--- src/rtl/priority_arbiter_rr.sv ---
// Registered N-way arbiter: fixed-priority or rotating round-robin, with grant lock
// until release and optional hold-time preemption of a long-running owner.
module priority_arbiter_rr #(
  parameter int N        = 8,
  parameter int IDX_W    = 3,
  parameter int MAX_HOLD = 16
) (
  input  logic             clk,
  input  logic             rst_n,
  input  logic             mode,
  input  logic [N-1:0]     req,
  output logic [N-1:0]     grant,
  output logic [IDX_W-1:0] grant_idx,
  output logic             grant_valid,
  output logic             preempt
);

  localparam int          HC_W     = (MAX_HOLD > 2) ? $clog2(MAX_HOLD) : 1;
  localparam logic [HC_W-1:0] HOLD_LIM = HC_W'((MAX_HOLD > 0) ? MAX_HOLD - 1 : 0);
  localparam int unsigned NU       = N;

  typedef enum logic {IDLE, GRANT} state_t;

  state_t            state, state_nxt;
  logic [IDX_W-1:0]  ptr, ptr_nxt;
  logic [HC_W-1:0]   hold_cnt, hc_nxt;
  logic [N-1:0]      grant_nxt;
  logic [IDX_W-1:0]  idx_nxt;
  logic              valid_nxt, pre_nxt;

  logic [N-1:0]      cand;
  logic              owner_on, found;
  logic              lo_found, hi_found;
  logic [IDX_W-1:0]  lo_idx, hi_idx, win_idx;
  int unsigned       start;
  logic              take, pre, clr;

  // The current owner is masked out, so a release or preempt never re-picks it.
  assign cand     = req & ~grant;
  assign owner_on = |(req & grant);

  // Descending order from start with wrap: indices <= start beat indices > start,
  // and within each half the highest set index wins.
  always_comb begin
    start    = mode ? int'(ptr) : NU - 1;
    lo_found = 1'b0;
    hi_found = 1'b0;
    lo_idx   = '0;
    hi_idx   = '0;
    for (int unsigned i = 0; i < NU; i++) begin
      if (cand[i]) begin
        if (i <= start) begin
          lo_found = 1'b1;
          lo_idx   = IDX_W'(i);
        end else begin
          hi_found = 1'b1;
          hi_idx   = IDX_W'(i);
        end
      end
    end
    found   = lo_found | hi_found;
    win_idx = lo_found ? lo_idx : hi_idx;
  end

  always_ff @(posedge clk) begin
    if (!rst_n) begin
      state       <= IDLE;
      ptr         <= IDX_W'(N - 1);
      hold_cnt    <= '0;
      grant       <= '0;
      grant_idx   <= '0;
      grant_valid <= 1'b0;
      preempt     <= 1'b0;
    end else begin
      state       <= state_nxt;
      ptr         <= ptr_nxt;
      hold_cnt    <= hc_nxt;
      grant       <= grant_nxt;
      grant_idx   <= idx_nxt;
      grant_valid <= valid_nxt;
      preempt     <= pre_nxt;
    end
  end

  always_comb begin
    state_nxt = state;
    take      = 1'b0;
    pre       = 1'b0;
    clr       = 1'b0;
    unique case (state)
      IDLE: begin
        if (found) begin
          take      = 1'b1;
          state_nxt = GRANT;
        end
      end
      GRANT: begin
        if (!owner_on) begin
          if (found) begin
            take = 1'b1;
          end else begin
            clr       = 1'b1;
            state_nxt = IDLE;
          end
        end else if (MAX_HOLD != 0 && hold_cnt == HOLD_LIM && found) begin
          take = 1'b1;
          pre  = 1'b1;
        end
      end
      default: state_nxt = IDLE;
    endcase
  end

  always_comb begin
    grant_nxt = grant;
    idx_nxt   = grant_idx;
    valid_nxt = grant_valid;
    pre_nxt   = pre;
    ptr_nxt   = ptr;
    hc_nxt    = hold_cnt;
    if (take) begin
      grant_nxt = {{(N-1){1'b0}}, 1'b1} << win_idx;
      idx_nxt   = win_idx;
      valid_nxt = 1'b1;
      ptr_nxt   = (win_idx == '0) ? IDX_W'(N - 1) : win_idx - 1'b1;
      hc_nxt    = '0;
    end else if (clr) begin
      grant_nxt = '0;
      idx_nxt   = '0;
      valid_nxt = 1'b0;
      hc_nxt    = '0;
    end else if (state == GRANT && hold_cnt != HOLD_LIM) begin
      hc_nxt = hold_cnt + 1'b1;
    end
  end

endmodule
--- config.mk ---
export PLATFORM = sky130hd
export DESIGN_NAME = priority_arbiter_rr
export DESIGN_NICKNAME = d
export VERILOG_FILES = /design/src/rtl/priority_arbiter_rr.sv
export SDC_FILE = /design/constraint.sdc
export NUM_CORES = 1
export LEC_CHECK = 0
export BUFFER_PORTS_ARGS = -buffer_cell sky130_fd_sc_hd__buf_2
export CAP_MARGIN = 10
export CORE_UTILIZATION = 54
export CTS_CLUSTER_SIZE = 28
export DETAILED_ROUTE_END_ITERATION = 8
export PLACE_DENSITY = 0.78
export SETUP_SLACK_MARGIN = 0.5
export SYNTH_ARGS = -nofsm -noshare
export SYNTH_HDL_FRONTEND = slang
export SYNTH_SLANG_ARGS = --single-unit
--- constraint.sdc ---
create_clock -name clk -period 2.9 [get_ports clk]
set_input_delay 0.29 -clock clk [delete_from_list [all_inputs] [get_ports clk]]
set_output_delay 0.29 -clock clk [all_outputs]
set_load 0.01 [all_outputs]
==> flow_summary.ini <==
[timing]
period_share = 0.814
tightest_slew_ns = 0.564
final_max_slew_viol_count = 0
maxSlewHeadroom = 0.622
tns_ns = 0
clock.fmax_mhz = 424
clock_skew_ns = 0.00667
hold_viol_final = 0
fin_crit_ns = 2.36
final-setup-viol-count = 0
setup_slack_ns = 0.540
grt_setup_unrepaired = false
whs_ns = 0.240

[setup_path]
critPathCaptureType = flop
start_kind = flop
crit_type = flop to flop
critPathSlowestCell = dfxtp_2
slowest_delay_ns = 0.38
cpMostUsedCell = or2_4
cp_max_fo = 6
crit_required_ns = 3.14
path_cells = or2_4 -> nor3b_2 -> nor3_2 -> or2_4 -> o22a_1 -> inv_2 -> ha_4 -> nor2_1 -> mux2_1 -> o211ai_1
worstPathArrival_ns = 2.59

[pwr]
powerDensity_mw_per_mm2 = 759
p_comb_frac = 0.545
peakVddDrop_mv = 0.581
power.total_mw = 1.27
p_sw_frac = 0.439
clockPowerShare = 0.108
power_switching_mw = 0.559
leakage_nw = 0.707
p_seq_frac = 0.348
p_int_mw = 0.713

[cts]
cts.path.max_buffers = 2
clkSinkCount = 21
numCtsBuffers = 3
cts_tree = built
cts_max_level = 1
clk_latency_ns = 0.30
hold_buffers = 0
clock-root-buffer = clkbuf_4
path_clk_slew_ns = 0.11

[logic_synthesis]
netlist_top_cells_area = dfxtp_1 33%, ha_1 5.8%, nand2_1 4.4%, nor2b_1 4.4%, a22o_1 4.1%
async_flop_share = 0
syn_area_mm2 = 0.00128
yosysTopAreaCell = dfxtp_1
synth_nets = 159
synth_cell_types = 51
syn_inst = 142
yosysSeqAreaShare = 0.327
synth_edf_count = 0
syn_area_per_cell_um2 = 9.05
ys_ff_latch = 21
yosysWarnings = 0
synth_top_area_frac = 0.327
synth_ff_type = dfxtp_1

[layout]
n_fill_cell = 158
drive_above_1_share = 0.388
utilization = 0.750
stdcell_count = 206
diodes = 0
area_growth_pct = 30.4
final_nets = 196
fin_area_mm2 = 0.00168

[placement]
gp_congestion = 0.970
dpl.hpwl_mm = 2.36
pre_cts_slack_ns = 0.314
port_buffers = 23
dp.cells = 191
place_area_mm2 = 0.00142

[floorplan]
die_w_um = 50.8
rows = 17
die_area_mm2 = 0.00258
fp.coreArea_mm2 = 0.00223
die_h_um = 50.8
floorplan.initialDensity = 0.575
io_pins = 24

[routing]
final_antenna_net_count = 0
wl_mm = 3.56
num_vias = 1287
first_pass_iters = 4
first_iter_violations = 60
routedWlPerCell_um = 17.3
drc = 0
vias_per_cell = 6.25

[global_routing]
grt_max_degree = 13
grt-ovfl-total = 0
grt_usage = 0.275
grt_pass1_vias = 1186
grt_pass1_wl_mm = 5.25
antenna_found_initial = 0

[status]
status = completed

[flow_run]
maxCapViolCount = 0

[hold_path]
hold_class = input pin to flop
## per-layer routing
metal  track usage  wire length (µm)
met5             0                 0
met4         0.125                95
met3        0.0333               168
met2         0.464              1730
met1         0.345              1570
## cells in the final DEF (no fill, tap or decap), types with 3 or more instances in the layout
| cell type | Yosys | layout |
|---|---|---|
| a21boi_0 | 3 | 3 |
| a21oi_1 | 3 | 3 |
| a22o_1 | 6 | 6 |
| a22oi_1 | 5 | 5 |
| a31oi_1 | 4 | 3 |
| a32o_1 | 4 | 4 |
| buf_2 | 0 | 23 |
| buf_4 | 1 | 9 |
| clkbuf_4 | 0 | 3 |
| dfxtp_1 | 21 | 18 |
| ha_1 | 6 | 4 |
| mux2i_1 | 4 | 4 |
| nand2_1 | 15 | 15 |
| nand3_1 | 4 | 4 |
| nor2_1 | 9 | 9 |
| nor2b_1 | 9 | 5 |
| nor2b_2 | 0 | 4 |
## power by group through the flow
stage,logic (mW),registers (mW),clock network [mW]
6_report,0.693,0.442,0.137
5_1_grt,0.755,0.449,0.153
4_1_cts,0.568,0.433,0.140
3_5_place_dp,0.537,0.429,0
3_3_place_gp,0.528,0.424,0
2_1_floorplan,0.366,0.430,0
## registers in the layout, summed over array words and instances, names as in the netlist
register / cells
grant: 8
hold_cnt: 4
grant_idx: 3
ptr: 3
grant_valid: 1
preempt: 1
state: 1
## worst paths after layout
path	slack, ns	endpoint	startpoint	depth (start not counted)
worst max register to register	0.54	ptr[2]	ptr[0]	10
worst max-delay path	0.54	ptr[2]	ptr[0]	10
worst min register to register	0.47	grant_idx[2]	grant_idx[2]	1
worst min-delay path	0.24	ptr[1]	rst_n	2
## logic make-up after synthesis
group,share of synthesized area
and+or+nand+nor,0.259
buffers and inverters,0.0263
AOI/OAI and AO/OA,0.276
adders and majority gates,0.0584
muxes,0.0399
xor gates and xnor gates,0.0136
DFF,0.327
## cell type report
cell class / count / area, µm² / area share
clock buffers: 3 / 22.5 / 0.0134
clock inverters: 1 / 5.00 / 0.00299
inverters: 3 / 11.3 / 0.00672
multi-input cells: 115 / 950 / 0.567
flip-flops and latches: 21 / 427 / 0.255
well taps: 28 / 35.0 / 0.0209
repair buffers: 35 / 225 / 0.134
## what timing repair did
action	in CTS	in global routing
resized for setup	11	23
endpoints found under the setup margin	1	2
pin swaps	3	9
hold endpoints to repair	0	0
setup buffers	5	6
## cell usage after synthesis, types with 2 or more instances
library cell  count
a21boi_0          3
inv_1             3
dfxtp_1          21
a21oi_1           3
mux2i_1           4
nor2b_1           9
a21o_1            2
a32o_1            4
nand3_1           4
o21ai_0           2
a22o_1            6
nand2_1          15
a22oi_1           5
or2_1             2
ha_1              6
nor3b_1           2
nor4_1            2
nand4_1           2
nor3_1            2
a31oi_1           4
nor2_1            9
nand2b_1          3
## critical path: cells and delay by family, from the launching register on
kind	cells	cell delay, ns
buffers and inverters	1	0.12
flip-flops	1	0.38
multiplexers	1	0.29
adder cells (fa/ha/maj)	1	0.16
AND/OR/NAND/NOR	5	0.94
AO/OA/AOI/OAI	2	0.40
(Power assumes the default switching activity.)
